$ cat config.mk
export PLATFORM = sky130hd
export DESIGN_NAME = iodelay_tap_seq
export DESIGN_NICKNAME = d
export VERILOG_FILES = /design/src/rtl/iodelay_pkg.sv /design/src/rtl/iodelay_tap_seq_phase_timer.sv /design/src/rtl/iodelay_tap_seq.sv
export SDC_FILE = /design/constraint.sdc
export NUM_CORES = 1
export LEC_CHECK = 0
export ABC_AREA = 1
export CAP_MARGIN = 15
export CORE_ASPECT_RATIO = 1.25
export CORE_MARGIN = 8
export CORE_UTILIZATION = 35
export CTS_CLUSTER_DIAMETER = 60
export DETAILED_ROUTE_END_ITERATION = 7
export DONT_BUFFER_PORTS = 1
export MAX_ROUTING_LAYER = met4
export PLACE_DENSITY = 0.54
export REMOVE_ABC_BUFFERS = 1
export SETUP_SLACK_MARGIN = 0.4
export SLEW_MARGIN = 25
export SYNTH_ARGS = -nofsm -noshare
export SYNTH_HDL_FRONTEND = slang
export SYNTH_SLANG_ARGS = --single-unit
$ cat constraint.sdc
create_clock -name clk -period 3.4 [get_ports clk]
set_input_delay 1.02 -clock clk [delete_from_list [all_inputs] [get_ports clk]]
set_output_delay 1.02 -clock clk [all_outputs]
set_load 0.005 [all_outputs]
$ cat src/rtl/iodelay_pkg.sv
// Shared definitions for the IODELAY tap sequencer: state encoding,
// default phase lengths and the phase-timer width helper.
package iodelay_pkg;

  localparam logic [2:0] ST_IDLE   = 3'd0;
  localparam logic [2:0] ST_CAL_HI = 3'd1;
  localparam logic [2:0] ST_CAL_LO = 3'd2;
  localparam logic [2:0] ST_RST_HI = 3'd3;
  localparam logic [2:0] ST_RST_LO = 3'd4;
  localparam logic [2:0] ST_INC_HI = 3'd5;
  localparam logic [2:0] ST_INC_LO = 3'd6;
  localparam logic [2:0] ST_FIN    = 3'd7;

  typedef enum logic [2:0] {
    S_IDLE   = ST_IDLE,
    S_CAL_HI = ST_CAL_HI,
    S_CAL_LO = ST_CAL_LO,
    S_RST_HI = ST_RST_HI,
    S_RST_LO = ST_RST_LO,
    S_INC_HI = ST_INC_HI,
    S_INC_LO = ST_INC_LO,
    S_FIN    = ST_FIN
  } state_t;

  localparam int DEF_HOLD     = 4;
  localparam int DEF_GAP      = 4;
  localparam int DEF_CAL_WAIT = 64;

  // Bits needed to hold a reload value of (count-1) for a phase of `count` cycles.
  function automatic int timer_width(input int count);
    return (count <= 2) ? 1 : $clog2(count);
  endfunction

endpackage

$ cat src/rtl/iodelay_tap_seq_phase_timer.sv
// Loadable down-counter that times one command phase; zero marks the
// last cycle of the phase and the counter parks at zero afterwards.
module phase_timer #(
  parameter int W = 7
) (
  input  logic         clk,
  input  logic         reset_n,
  input  logic         load,
  input  logic [W-1:0] load_val,
  output logic         zero
);

  logic [W-1:0] cnt_reg;

  always_ff @(posedge clk or negedge reset_n) begin
    if (!reset_n) begin
      cnt_reg <= '0;
    end else if (load) begin
      cnt_reg <= load_val;
    end else if (cnt_reg != '0) begin
      cnt_reg <= cnt_reg - W'(1);
    end
  end

  assign zero = (cnt_reg == '0);

endmodule

$ cat src/rtl/iodelay_tap_seq.sv
// Command sequencer for the IODELAY pulse stage: optional calibrate, reset,
// then N tap increments as held levels with gaps; tracks the tap position.
module iodelay_tap_seq
  import iodelay_pkg::*;
#(
  parameter int TAP_W    = 5,
  parameter int MAX_TAP  = 31,
  parameter int HOLD     = DEF_HOLD,
  parameter int GAP      = DEF_GAP,
  parameter int CAL_WAIT = DEF_CAL_WAIT
) (
  input  logic             clk,
  input  logic             reset_n,
  input  logic             start,
  input  logic [TAP_W-1:0] tap_req,
  input  logic             cal_en,
  input  logic             step,
  output logic             cmd_cal,
  output logic             cmd_rst,
  output logic             cmd_inc,
  output logic             busy,
  output logic             done,
  output logic [TAP_W-1:0] cur_tap
);

  localparam int LONGEST = (HOLD > GAP + CAL_WAIT) ? HOLD : GAP + CAL_WAIT;
  localparam int TMR_W   = timer_width(LONGEST);

  localparam logic [TMR_W-1:0] HOLD_LD   = TMR_W'(HOLD - 1);
  localparam logic [TMR_W-1:0] GAP_LD    = TMR_W'(GAP - 1);
  localparam logic [TMR_W-1:0] CALGAP_LD = TMR_W'(GAP + CAL_WAIT - 1);
  localparam logic [TAP_W-1:0] MAX_V     = TAP_W'(MAX_TAP);

  // Command bit gi is high while the FSM sits in the matching *_HI state.
  localparam logic [2:0][2:0] CMD_HI_ST = {ST_INC_HI, ST_RST_HI, ST_CAL_HI};

  state_t           state_reg, state_next;
  logic [TAP_W-1:0] n_reg, n_next;
  logic [TAP_W-1:0] cur_tap_reg, cur_tap_next;
  logic [2:0]       cmd_reg;
  logic             busy_reg, done_reg;
  logic             tmr_load, tmr_zero;
  logic [TMR_W-1:0] tmr_val;

  phase_timer #(.W(TMR_W)) u_timer (
    .clk      (clk),
    .reset_n  (reset_n),
    .load     (tmr_load),
    .load_val (tmr_val),
    .zero     (tmr_zero)
  );

  always_comb begin
    state_next   = state_reg;
    n_next       = n_reg;
    cur_tap_next = cur_tap_reg;
    tmr_load     = 1'b0;
    tmr_val      = HOLD_LD;
    case (state_reg)
      S_IDLE: begin
        if (start) begin
          n_next     = (tap_req > MAX_V) ? MAX_V : tap_req;
          tmr_load   = 1'b1;
          state_next = cal_en ? S_CAL_HI : S_RST_HI;
        end else if (step && (cur_tap_reg < MAX_V)) begin
          n_next     = TAP_W'(1);
          tmr_load   = 1'b1;
          state_next = S_INC_HI;
        end
      end
      S_CAL_HI: if (tmr_zero) begin
        tmr_load   = 1'b1;
        tmr_val    = CALGAP_LD;
        state_next = S_CAL_LO;
      end
      S_CAL_LO: if (tmr_zero) begin
        tmr_load   = 1'b1;
        state_next = S_RST_HI;
      end
      S_RST_HI: if (tmr_zero) begin
        tmr_load   = 1'b1;
        tmr_val    = GAP_LD;
        state_next = S_RST_LO;
      end
      S_RST_LO: if (tmr_zero) begin
        cur_tap_next = '0;
        if (n_reg != '0) begin
          tmr_load   = 1'b1;
          state_next = S_INC_HI;
        end else begin
          state_next = S_FIN;
        end
      end
      S_INC_HI: if (tmr_zero) begin
        tmr_load   = 1'b1;
        tmr_val    = GAP_LD;
        state_next = S_INC_LO;
      end
      S_INC_LO: if (tmr_zero) begin
        // Saturating guard: the clamp on n already keeps us at or below MAX_TAP.
        if (cur_tap_reg != MAX_V) cur_tap_next = cur_tap_reg + TAP_W'(1);
        n_next = n_reg - TAP_W'(1);
        if (n_reg > TAP_W'(1)) begin
          tmr_load   = 1'b1;
          state_next = S_INC_HI;
        end else begin
          state_next = S_FIN;
        end
      end
      S_FIN:   state_next = S_IDLE;
      default: state_next = S_IDLE;
    endcase
  end

  always_ff @(posedge clk or negedge reset_n) begin
    if (!reset_n) begin
      state_reg   <= S_IDLE;
      n_reg       <= '0;
      cur_tap_reg <= '0;
      busy_reg    <= 1'b0;
      done_reg    <= 1'b0;
    end else begin
      state_reg   <= state_next;
      n_reg       <= n_next;
      cur_tap_reg <= cur_tap_next;
      busy_reg    <= (state_next != S_IDLE) && (state_next != S_FIN);
      done_reg    <= (state_next == S_FIN);
    end
  end

  // Levels are decoded from the next state so they line up with the state register.
  generate
    for (genvar gi = 0; gi < 3; gi++) begin : g_cmd
      always_ff @(posedge clk or negedge reset_n) begin
        if (!reset_n) cmd_reg[gi] <= 1'b0;
        else          cmd_reg[gi] <= (state_next == state_t'(CMD_HI_ST[gi]));
      end
    end
  endgenerate

  assign cmd_cal = cmd_reg[0];
  assign cmd_rst = cmd_reg[1];
  assign cmd_inc = cmd_reg[2];
  assign busy    = busy_reg;
  assign done    = done_reg;
  assign cur_tap = cur_tap_reg;

endmodule
## Word level (Yosys, flattened, before mapping)

Cells that the tools add are included.

| operators by class | value |
|---|---|
| add/subtract/negate cells | 3 |
| multipliers | 0 |
| divide/modulo/power cells | 0 |
| magnitude comparators | 3 |
| equality and inequality tests | 17 |
| shift operators | 0 |
| muxes and demuxes | 33 |
| bitwise operators | 0 |
| reduce and logical (&&, ||, !) cells | 13 |

Operator list:

| operator | count |
|---|---|
| 5-bit 2-to-1 mux | 7 |
| 7-bit 2-to-1 mux | 4 |
| 3-bit 2-to-1 mux | 8 |
| 3-bit one-hot mux with 8 select lines | 1 |
| 5-bit one-hot mux with 2 select lines | 2 |
| 3-bit == test, second input constant | 6 |
| 3-bit by 2-bit == test with 1-bit output, second input constant | 3 |
| 7-bit zero test | 1 |
| 1-bit 2-to-1 mux | 7 |
| 7-bit nonzero test | 1 |
| 7-bit by 1-bit subtractor with 7-bit output, second input constant | 1 |
| 3-bit by 1-bit == test with 1-bit output, second input constant | 2 |
| 2-bit 2-to-1 mux | 3 |
| 2-bit != test, second input constant | 3 |
| 3-bit != test, second input constant | 2 |
| 2-bit nonzero test | 3 |
| 5-bit by 1-bit adder with 5-bit output, second input constant | 1 |
| 5-bit by 1-bit > comparator with 1-bit output, second input constant | 1 |
| 5-bit > comparator, second input constant | 1 |
| 5-bit < comparator, second input constant | 1 |
| 5-bit != test, second input constant | 1 |
| 5-bit nonzero test | 1 |
| 5-bit by 1-bit subtractor with 5-bit output, second input constant | 1 |
| 1-bit one-hot mux with 4 select lines | 1 |
| 6 further kinds | 7 |

| word-level totals | value |
|---|---|
| bits in registers | 25 |
| bits in latches | 0 |
| bits in writable memories | 0 |
| bits in read-only memories | 0 |
| input port bits | 10 |
| output and inout bits | 10 |
| word-level logic and storage cells | 78 |
| memories kept | 0 |

## Logic depth before layout (Yosys ltp)

Gate-level depths: netlist of the first run.

| logic depth | value |
|---|---|
| depth in word-level cells | 7 |
| depth in mapped cells | 13 |

## Modules after synthesis

A second synthesis of the first run with hierarchy kept.

| unflattened totals | value |
|---|---|
| cells, all modules | 211 |
| area total of the unflattened synthesis | 1564.0 sq um |

Modules (own cells, without submodules):

| module | times used | cells each | area an instance (sq um) | seq. area each (sq um) |
|---|---|---|---|---|
| iodelay_tap_seq | 1 | 152 | 1081.0 | 450.4 |
| phase_timer | 1 | 59 | 483.0 | 175.2 |

## Least setup slack after synthesis of the first run

No wires, ideal clock.

| path | value |
|---|---|
| kind | input to register |
| start point | input start |
| end point | register busy_reg, in the netlist busy |
| setup time | 116 ps |
| arrival | 1617 ps |
| required time | 3284 ps |
| path slack | 1666 ps |
| cell stages on the path | 7 |
| buffers on the path | 0 |
| path through | inv_1 -> nor4_1 -> a21oi_1 -> nand2_2 -> nand2_1 -> nand2_1 -> nand2_1 |

| on the way | value |
|---|---|
| longest elaborated chain between the ends | 4 |
| elaborated cells on any way between the ends | 5 |
| those cells by class | 1 x eq/ne; 2 x mux; 2 x reduce/logical |

RTL lines:

| what | RTL line | source |
|---|---|---|
| start: declaration | iodelay_tap_seq.sv:14 | `input logic start,` |
| 3-bit 2-to-1 mux (*) | iodelay_tap_seq.sv:61 | `if (start) begin` |
| 3-bit one-hot mux with 8 select lines (*) | iodelay_tap_seq.sv:59 | `case (state_reg)` |
| net state_next[1] | iodelay_tap_seq.sv:37 | `state_t state_reg, state_next;` |
| 3-bit != test / 3-bit nonzero test (equally long branches) | iodelay_tap_seq.sv:126 | `busy_reg <= (state_next != S_IDLE) && (state_next != S_FIN);` |
| 1-bit logical AND (*) | iodelay_tap_seq.sv:126 |  |
| end signal: assignment | iodelay_tap_seq.sv:126 |  |
| end: declaration | iodelay_tap_seq.sv:41 | `logic busy_reg, done_reg;` |

Mark *: on every way through the listed nets, which the timed path passes. The rest lies on a longest branch.
A chain may end at the register's enable or synchronous reset.

## Worst setup path in the final report of the first run

| path | value |
|---|---|
| start point | register u_timer.cnt_reg[0] |
| end point | register busy_reg, in the netlist busy |

| on the way | value |
|---|---|
| longest elaborated chain between the ends | 5 |
| elaborated cells on any way between the ends | 11 |
| those cells by class | 1 x eq/ne; 7 x mux; 3 x reduce/logical |

RTL lines:

| what | RTL line | source |
|---|---|---|
| start: declaration | iodelay_tap_seq_phase_timer.sv:13 | `logic [W-1:0] cnt_reg;` |
| start signal: assignment | iodelay_tap_seq_phase_timer.sv:19 | `cnt_reg <= load_val;` |
| start signal: assignment | iodelay_tap_seq_phase_timer.sv:21 | `cnt_reg <= cnt_reg - W'(1);` |
| 7-bit zero test (*) | iodelay_tap_seq_phase_timer.sv:25 | `assign zero = (cnt_reg == '0);` |
| 3-bit 2-to-1 mux (tied with other cells) | iodelay_tap_seq.sv:99 | `S_INC_LO: if (tmr_zero) begin` |
| 3-bit one-hot mux with 8 select lines (*) | iodelay_tap_seq.sv:59 |  |
| 3-bit != test / 3-bit nonzero test (equally long branches) | iodelay_tap_seq.sv:126 |  |
| 1-bit logical AND (*) | iodelay_tap_seq.sv:126 |  |

Every way passes the cells marked *; elsewhere a longest branch is shown, timed or not.

==> flow_summary_export.csv, run 1 <==
group,metric,value,unit
outcome,status,"complete, no violations",
critical_path,start_kind,"flip-flop",
die,top_level_ports,20,
cells_and_area,largest_reg_flops,7,
placement,place_hpwl,2380,um
power,switching_share,46.7,%
timing,grt_setup_unrepaired,"false",
die,dieWidth,74.9,um
critical_path,path_delay_family,"simple AND/OR/NAND/NOR gates",
grt,grt_max_degree,26,
critical_path,worst_path_most_repeated_cell,"nand2_1",
min_path,hold_class,"in2async",
clock_tree,cts_buffer_depth,2,
critical_path,slowest_delay,0.39,ns
timing,final_hold_viol_count,0,
cells_and_area,layout-drive-gt1-share,10.3,%
routing,drtIter0Drc,64,
die,core,4290,um^2
critical_path,cp_data_arrival_time,1.99,ns
timing,fmax,548,MHz
routing,antenna_left,0,
timing,tns,0,ns
cells_and_area,antennaDiodeCount,0,
timing,setup_viol,0,
timing,finClkSkew,0.00295,ns
cells_and_area,layout.area.seq,626,um^2
die,num_rows,27,
grt,grtUsageTotal,11.2,%
routing,drcViolationCount,0,
critical_path,rr_startpoint,"u_timer.cnt_reg[0]",
die,dieArea,6720,um^2
critical_path,crit_buf_inv,1,
power,p_int,706,uW
power,p_leak,0.000832,uW
critical_path,crit_fanout,10,
cells_and_area,final_cell_mix,"59 x nand2_1, 25 x inv_1, 25 x dfrtp_1",
synthesis,ys_seq_area_share,41.2,%
critical_path,r2r_cells,10,
power,switching_power,619,uW
clock_tree,root_buffer,"clkbuf_8",
critical_path,cp_slowest_cell,"dfrtp_1",
clock_tree,cts_sinks,25,
critical_path,worstPathRequired,3.57,ns
synthesis,synth_cell_type_count,29,
critical_path,reg2reg_slack,1.57,ns
synthesis,syn-instance-count,201,
routing,vias_per_cell,4.62,
cells_and_area,layout_commonest_cell,"nand2_1",
clock_tree,postCtsSetupRepairBufs,0,
cells_and_area,nets,221,
grt,grt_pass1_wl,5660,um
synthesis,yosys_warnings,0,
die,start_util,35.4,%
power,pwr_density_cell,815,nW/um^2
clock_tree,clk_pin_slew,0.09,ns
power,ir_drop,0.207,mV
critical_path,cp-end-kind,"flip-flop",
cells_and_area,fin_area,1630,um^2
critical_path,worstSetupPathType,"reg2reg",
synthesis,syn_area,1520,um^2
clock_tree,post_cts_resized,0,
clock_tree,clock_latency,0.27,ns
power,seq_power_share,39.0,%
timing,min_period_over_period,53.7,%
placement,gp_routability_congestion,0.744,
routing,num_vias,1211,
die,die_h,89.7,um
synthesis,syn_area_per_cell,7.56,um^2
grt,overflow,0,
critical_path,crit_chain,"inv_1 > ha_1 > nand2_1 > nand3b_4 > nand2_1 > nand2_1 > nor2_1 > nand3_1 > nand2_1 > nand2_1",
routing,drt_first_pass_iters,4,
placement,place_area,1580,um^2
clock_tree,h-tree-depth,1,
cells_and_area,n_fill_cell,480,
power,pwr-share-clk,13.3,%
cells_and_area,multiInputGateArea,773,um^2
power,power_frac_comb,47.7,%
clock_tree,cts.hold.buffers_added,0,
timing,period_needed,1.83,ns
flow_run,maxCapViolations,0,
timing,relSlewSlack,74.1,%
timing,maxSlewViolCount,0,
routing,wl_per_cell,12.2,um
clock_tree,cts_tree,"yes",
cells_and_area,area_growth_syn_to_layout,6.91,%
timing,fin_hold_ws,0.436,ns
timing,worst_slew_pin_slew,0.388,ns
synthesis,ys_ff_latch,25,
placement,io_buffer_count,0,
grt,grt_pass1_vias,1260,
clock_tree,cts_buffers,3,
critical_path,reg2reg_to,"busy",
grt,antenna_found_initial,0,
routing,wirelength,3190,um
Yosys cell counts:
master	count	area (um^2)
nand3b_1	1	7.51
nor2_8	1	20.0
nand2_2	3	18.8
nand3_2	2	20.0
o21ai_1	1	5.00
o21ai_0	12	60.1
o21ai_2	1	8.76
nor3b_1	1	7.51
nand3b_4	1	20.0
clkbuf_8	1	13.8
inv_1	25	93.8
inv_4	1	6.26
nand2_1	59	221
nor2_2	2	12.5
dfrtp_1	25	626
ha_1	6	75.1
a21oi_2	1	8.76
nor2_1	22	82.6
a21oi_1	10	50.1
xnor2_1	1	8.76
nor4_1	1	6.26
inv_2	2	7.51
nor2_4	3	33.8
xor2_1	1	8.76
nand4_1	3	18.8
o211ai_1	1	7.51
o22ai_1	1	6.26
nor3_1	2	10.0
nand3_1	11	55.1
layer usage:
layer,vias to the layer above,routed length [um],global-route usage [%]
met4,0,53,4.64
met5,-,0,-
met1,541,1430,12.2
li1,647,-,-
met2,19,1560,18.7
met3,4,144,2.78
power groups by stage:
stage	clock network, uW	registers, uW	logic, uW
after floorplan	0	495	527
after global placement	0	523	635
after detailed placement	0	524	633
after CTS	188	518	638
after global routing	199	535	743
final	177	516	632
through the flow:
step,utilization [%],setup WS (ns),power (uW),std cells
after floorplan,-,1.67,1020,200
final,37.9,1.57,1330,262
after CTS,37.9,1.56,1340,262
after detailed placement,36.8,1.58,1160,258
after global routing,37.9,1.34,1480,262
after global placement,36.8,1.55,1160,258
layout make-up:
| type | count | share of cell area [%] |
|---|---|---|
| Sequential cell | 25 | 38.5 |
| Inverter | 28 | 6.62 |
| Tap cell | 58 | 4.46 |
| Clock inverter | 1 | 0.308 |
| Clock buffer | 3 | 2.54 |
| Multi-Input combinational cell | 147 | 47.6 |
worst max-delay path by stage:
stage | start | end | slack (ns) | cells past startpoint
after global placement | start | busy | 1.55 | 7
after global routing | u_timer.cnt_reg[0] | busy | 1.34 | 11
after CTS | u_timer.cnt_reg[0] | busy | 1.56 | 10
after detailed placement | u_timer.cnt_reg[0] | busy | 1.58 | 10
final | u_timer.cnt_reg[0] | busy | 1.57 | 10
after floorplan | start | busy | 1.67 | 7
kinds of logic (layout without fill, tap and decap cells):
kind of cell / Yosys count / in the layout / share of synthesized area, %
and+or+nand+nor: 112 / 112 / 35.1
buffers and inverters: 29 / 32 / 7.98
adders and majority gates: 6 / 6 / 4.94
AOI/OAI and AO/OA: 27 / 27 / 9.63
DFF: 25 / 25 / 41.2
xor gates and xnor gates: 2 / 2 / 1.15
(Power assumes the default switching activity.)
==> run 2, diff against run 1 <==
clock period = 1.8 ns   (was 3.4 ns; I/O delays follow)
==> run 2 against run 1 <==
Sequential share of layout area is 8.6 points lower; clock skew grew 0.0033 ns; die area unchanged; count of clock-buffer cells in the layout is 1 higher; global-route usage rose by 1.6 points; via count grew 15%; maximum frequency up 15%; critical endpoint unchanged.
==> flow_summary_export.csv, run 2 (synthesis results as in run 1) <==
group,metric,value,unit
critical_path,r2r_cells,10,
placement,io_buffer_count,0,
timing,finClkSkew,0.00626,ns
routing,drt_first_pass_iters,4,
placement,place_hpwl,2450,um
cells_and_area,layout-drive-gt1-share,40.6,%
die,core,4290,um^2
clock_tree,root_buffer,"clkbuf_8",
cells_and_area,layout_commonest_cell,"nand2_1",
grt,grt_pass1_vias,1459,
die,num_rows,27,
clock_tree,cts_buffers,3,
timing,period_needed,1.59,ns
timing,setup_viol,0,
critical_path,worstPathRequired,1.97,ns
timing,min_period_over_period,88.2,%
placement,place_area,1610,um^2
routing,antenna_left,0,
power,pwr_density_cell,1640,nW/um^2
clock_tree,clk_pin_slew,0.09,ns
clock_tree,cts_buffer_depth,2,
power,power_frac_comb,61.9,%
placement,gp_routability_congestion,0.852,
cells_and_area,n_fill_cell,441,
timing,worst_slew_pin_slew,0.351,ns
grt,grtUsageTotal,12.7,%
die,start_util,35.4,%
timing,tns,0,ns
critical_path,cp_slowest_cell,"dfrtp_1",
cells_and_area,area_growth_syn_to_layout,38.4,%
critical_path,crit_chain,"inv_2 > ha_4 > nand2_4 > nand3b_4 > nand2_2 > nand2_2 > nor2_4 > nand3_2 > nand2_2 > nand2_1",
cells_and_area,fin_area,2100,um^2
grt,grt_pass1_wl,6530,um
die,dieArea,6720,um^2
clock_tree,cts_sinks,25,
die,top_level_ports,20,
cells_and_area,largest_reg_flops,7,
power,p_leak,0.00101,uW
power,switching_share,46.2,%
routing,vias_per_cell,4.78,
cells_and_area,nets,251,
die,die_h,89.7,um
timing,fin_hold_ws,0.0696,ns
timing,grt_setup_unrepaired,"true",
cells_and_area,final_cell_mix,"49 x nand2_1, 23 x buf_4, 22 x dfrtp_1",
critical_path,cp_data_arrival_time,1.75,ns
critical_path,rr_startpoint,"u_timer.cnt_reg[0]",
power,ir_drop,0.572,mV
routing,wirelength,3960,um
power,p_int,1860,uW
critical_path,worst_path_most_repeated_cell,"nand2_2",
die,dieWidth,74.9,um
cells_and_area,utilization,49.1,%
power,pwr-share-clk,9.8,%
critical_path,reg2reg_to,"busy",
routing,drcViolationCount,0,
routing,drtIter0Drc,58,
flow_run,maxCapViolations,0,
min_path,hold_class,"in2async",
power,seq_power_share,28.3,%
routing,num_vias,1397,
critical_path,reg2reg_slack,0.21,ns
cells_and_area,antennaDiodeCount,0,
critical_path,cp-end-kind,"flip-flop",
clock_tree,cts_tree,"yes",
critical_path,start_kind,"flip-flop",
outcome,status,"complete, no violations",
clock_tree,h-tree-depth,1,
grt,antenna_found_initial,0,
critical_path,worstSetupPathType,"reg2reg",
timing,maxSlewViolCount,0,
routing,wl_per_cell,13.5,um
timing,fmax,630,MHz
critical_path,crit_fanout,5,
grt,overflow,0,
grt,grt_max_degree,26,
power,switching_power,1590,uW
timing,final_hold_viol_count,0,
clock_tree,clock_latency,0.27,ns
critical_path,slowest_delay,0.39,ns
timing,relSlewSlack,76.4,%
run 2: changes by cell type in the layout (fill, tap and decap cells not counted), sizes merged:
cell and change:
clkbuf +1, buf +29, clkinv -1, nand3b +1
run 2: layout make-up:
type	count	area (um^2)	share of cell area, %
inverter	28	110	5.23
tap	58	72.6	3.45
clock buffer	4	45.0	2.14
sequential	25	629	29.9
timing repair buffer	29	249	11.8
multi-input combinational	148	998	47.4
run 2: through the flow:
step	power, uW	cells	worst slack, ns
2_1_floorplan	1930	200	0.192
3_3_place_gp	2250	262	0.135
3_5_place_dp	2250	262	0.0897
4_1_cts	3150	285	0.187
5_1_grt	3750	292	0.120
6_report	3450	292	0.213
run 2: repair_timing:
action	CTS	global route
hold buffers	1	0
hold endpoints to repair	25	0
pin swaps	22	16
buffers inserted	17	7
gates cloned	1	0
setup endpoints to repair	25	26
gates resized for setup	46	22
run 2: how the worst max path moves through the flow:
stage                            start         end  depth (start not counted)
global placement    u_timer.cnt_reg[0]  cur_tap[2]                          9
finish              u_timer.cnt_reg[0]        busy                         10
CTS                         cur_tap[1]  cur_tap[2]                         10
floorplan           u_timer.cnt_reg[0]        busy                         10
global route                cur_tap[1]  cur_tap[2]                         10
detailed placement  u_timer.cnt_reg[0]        busy                         10
run 2: power by group through the flow:
stage / Sequential, uW / Combinational [uW] / Clock (uW)
floorplan: 934 / 995 / 0
global placement: 953 / 1300 / 0
detailed placement: 950 / 1300 / 0
CTS: 967 / 1830 / 355
global route: 1010 / 2380 / 370
finish: 978 / 2140 / 337
run 2: worst max-delay path: cells and delay by family, from the launching register on:
kind / cells / cell delay, ns
fa+ha+maj: 1 / 0.15
buf+inv: 1 / 0.08
flops: 1 / 0.39
simple gates: 8 / 0.84
run 2: layer usage:
metal,part of all wire [%],GRT usage [%]
met1,41,13.7
met2,54,22.9
met3,2.7,1.89
met4,2.0,4.46
met5,0,-
==> run 3, diff against run 2 <==
ABC_AREA = default   (was 1)
==> run 3 against run 2 <==
The flow now finishes with violations (negative setup slack); cell area increased by 1.4%; final cell count is 11% lower; critical path depth decreased by 3; maximum frequency decreased by 23%; first-iteration DRC count shrank 19%; wire length grew 1.9%; worst hold slack got worse by 0.0049 ns; sequential share of layout area decreased by 0.58 points; total power down 0.58%; clock power up 4%; register-to-register slack worse by 0.46 ns; critical endpoint unchanged; largest power group unchanged; highest routed layer unchanged.
==> flow_summary_export.csv, run 3 <==
group,metric,value,unit
critical_path,start_kind,"flip-flop",
timing,min_period_over_period,114,%
grt,grt_max_degree,26,
critical_path,worstSetupPathType,"reg2reg",
power,switching_power,1390,uW
grt,overflow,0,
routing,antenna_left,0,
flow_run,maxCapViolations,0,
placement,place_area,1750,um^2
synthesis,synth_cell_type_count,47,
die,core,4030,um^2
routing,drtIter0Drc,47,
timing,fmax,488,MHz
min_path,hold_class,"in2async",
timing,period_needed,2.05,ns
synthesis,synth_flop_cell,"dfrtp_1",
critical_path,r2r_cells,7,
cells_and_area,layout.area.seq,626,um^2
outcome,violations,"negative setup slack",
critical_path,crit_fanout,4,
routing,num_vias,1401,
power,switching_share,40.6,%
synthesis,ys_ff_latch,25,
synthesis,synth_edf_count,0,
grt,grt_pass1_vias,1374,
cells_and_area,antennaDiodeCount,0,
timing,finClkSkew,0.00199,ns
grt,grtUsageTotal,13.0,%
routing,wl_met1,1710,um
cells_and_area,final_cell_mix,"31 x buf_4, 25 x dfrtp_1, 17 x nor2_1",
die,top_level_ports,20,
placement,gp_routability_congestion,0.853,
die,num_rows,26,
placement,place_ws,-0.418,ns
clock_tree,clk_pin_slew,0.09,ns
cells_and_area,nets,220,
cells_and_area,area_growth_syn_to_layout,46.2,%
power,seq_power_share,27.7,%
timing,grt_setup_unrepaired,"true",
routing,drt_first_pass_iters,4,
synthesis,yosys_warnings,0,
synthesis,synth_common_cells,"25 x dfrtp_1, 18 x nor2_1, 8 x nor3_1",
cells_and_area,multiInputGateArea,952,um^2
synthesis,yosysTopAreaCell,"dfrtp_1",
clock_tree,cts_buffers,3,
power,p_leak,0.000956,uW
synthesis,synth.area.top_cells,"dfrtp_1 43%, ha_1 5.1%, nor2_1 4.6%",
die,dieArea,6500,um^2
synthesis,synth.top_cell.area_share,42.9,%
critical_path,cp_data_arrival_time,2.22,ns
cells_and_area,n_fill_cell,395,
timing,worst_slew_pin_slew,0.512,ns
critical_path,crit_path_start,"u_timer.cnt_reg[1]",
cells_and_area,layout_commonest_cell,"buf_4",
timing,final_hold_viol_count,0,
routing,dr_wl_met2,2130,um
routing,vias_per_cell,5.41,
power,pwr-share-clk,10.2,%
timing,maxSlewViolCount,0,
die,dieWidth,73.7,um
timing,postLayoutSetupSlackWorst,-0.250,ns
power,pwr_density_cell,1610,nW/um^2
critical_path,rr_startpoint,"u_timer.cnt_reg[1]",
cells_and_area,layout-drive-gt1-share,44.8,%
routing,top_layer_used,"met4",
power,power_frac_comb,62.1,%
synthesis,yosysMostFrequentCell,"dfrtp_1",
synthesis,ys_seq_area_share,42.9,%
clock_tree,cts_buffer_depth,2,
synthesis,syn_area,1460,um^2
routing,drcViolationCount,0,
cells_and_area,largest_reg_flops,7,
placement,io_buffer_count,0,
placement,place_hpwl,2650,um
routing,wirelength,4030,um
routing,wl_per_cell,15.6,um
clock_tree,root_buffer,"clkbuf_8",
die,die_h,88.2,um
cells_and_area,fin_area,2130,um^2
critical_path,cp-end-kind,"flip-flop",
outcome,status,"complete, but fails checks",
clock_tree,clock_latency,0.27,ns
grt,grt_pass1_wl,6500,um
clock_tree,cts_tree,"yes",
synthesis,syn_area_per_cell,9.06,um^2
synthesis,synthArstFlopShare,100,%
routing,met3_length,106,um
clock_tree,h-tree-depth,1,
timing,setup_viol,17,
die,start_util,36.2,%
clock_tree,cts_sinks,25,
grt,antenna_found_initial,0,
critical_path,worstPathRequired,1.97,ns
power,ir_drop,0.549,mV
timing,relSlewSlack,65.8,%
synthesis,syn-instance-count,161,
power,p_int,2040,uW
-- run 3: cell types whose count changed after synthesis, sizes merged, moves of 4 or more --
cell,before,now
nor3,2,8
nor2,28,19
and2,0,4
clkbuf,1,6
inv,28,7
a31oi,0,5
a21oi,11,7
nand3,13,7
nand2,62,7
-- run 3: cell families (layout without fill, tap and decap cells) --
logic type	count (synthesis)	after routing	share of synthesized area, %
simple gates	63	63	22.7
compound gates	46	47	21.0
flops	25	25	42.9
buf+inv	16	57	4.72
fa+ha+maj	6	6	5.15
xor+xnor	3	3	1.80
mux	2	2	1.71
-- run 3: critical path, cell delays in order, from the launching register on --
cell and delay (ns):
dfrtp_1 0.41, inv_2 0.08, ha_4 0.14, or3b_4 0.41, o211ai_1 0.24, o311ai_2 0.16
or2_4 0.24, mux2_4 0.26
-- run 3: layout make-up --
| type | instances | area share (%) |
|---|---|---|
| clock buffer | 3 | 1.94 |
| tap | 56 | 3.28 |
| inverter | 7 | 1.23 |
| sequential | 25 | 29.3 |
| timing repair buffer | 46 | 19.2 |
| clock inverter | 1 | 0.352 |
| multi-input combinational | 121 | 44.6 |
-- run 3: path summary, 6_finish.rpt --
kind / endpoint / slack (ns)
worst max-delay path: busy / -0.25
worst min register to register: n_reg[4] / 0.55
min in group clk: state_reg[2] / 0.38
worst min-delay path: state_reg[2] / 0.06
max in group asynchronous: u_timer.cnt_reg[3] / 1.58
worst max register to register: busy / -0.25
-- run 3: through the flow --
| stage | TNS, ns | cells | util, % | hold slack, ns | total power, uW |
|---|---|---|---|---|---|
| finish | -2.38 | 259 | 52.9 | 0.0647 | 3430 |
| global route | -3.60 | 259 | 52.9 | 0.0565 | 3670 |
| CTS | -1.28 | 254 | 49.6 | 0.0683 | 3210 |
| detailed placement | -4.87 | 243 | 43.4 | 0.245 | 2510 |
| global placement | -3.80 | 243 | 43.4 | 0.245 | 2460 |
| floorplan | -1.96 | 152 | - | 0.244 | 1830 |
-- run 3: repair_timing --
item | in CTS | in global routing
resized for setup | 36 | 22
endpoints found under the setup margin | 25 | 28
cloned | 1 | 0
pin swaps | 17 | 6
hold endpoints to repair | 25 | 0
hold buffers | 1 | 0
buffers inserted | 5 | 5
-- run 3: metal layers --
metal / GRT usage [%] / vias to the layer above
met4: 5.65 / 0
met5: - / -
met1: 14.5 / 697
met2: 22.4 / 30
met3: 1.95 / 9
li1: - / 665
-- run 3: power groups by stage --
stage          Clock, uW  Sequential (uW)  Combinational [uW]
6_report             351              950                2130
5_1_grt              394              971                2310
4_1_cts              359              935                1920
3_5_place_dp           0              934                1580
3_3_place_gp           0              927                1530
2_1_floorplan          0              978                 851
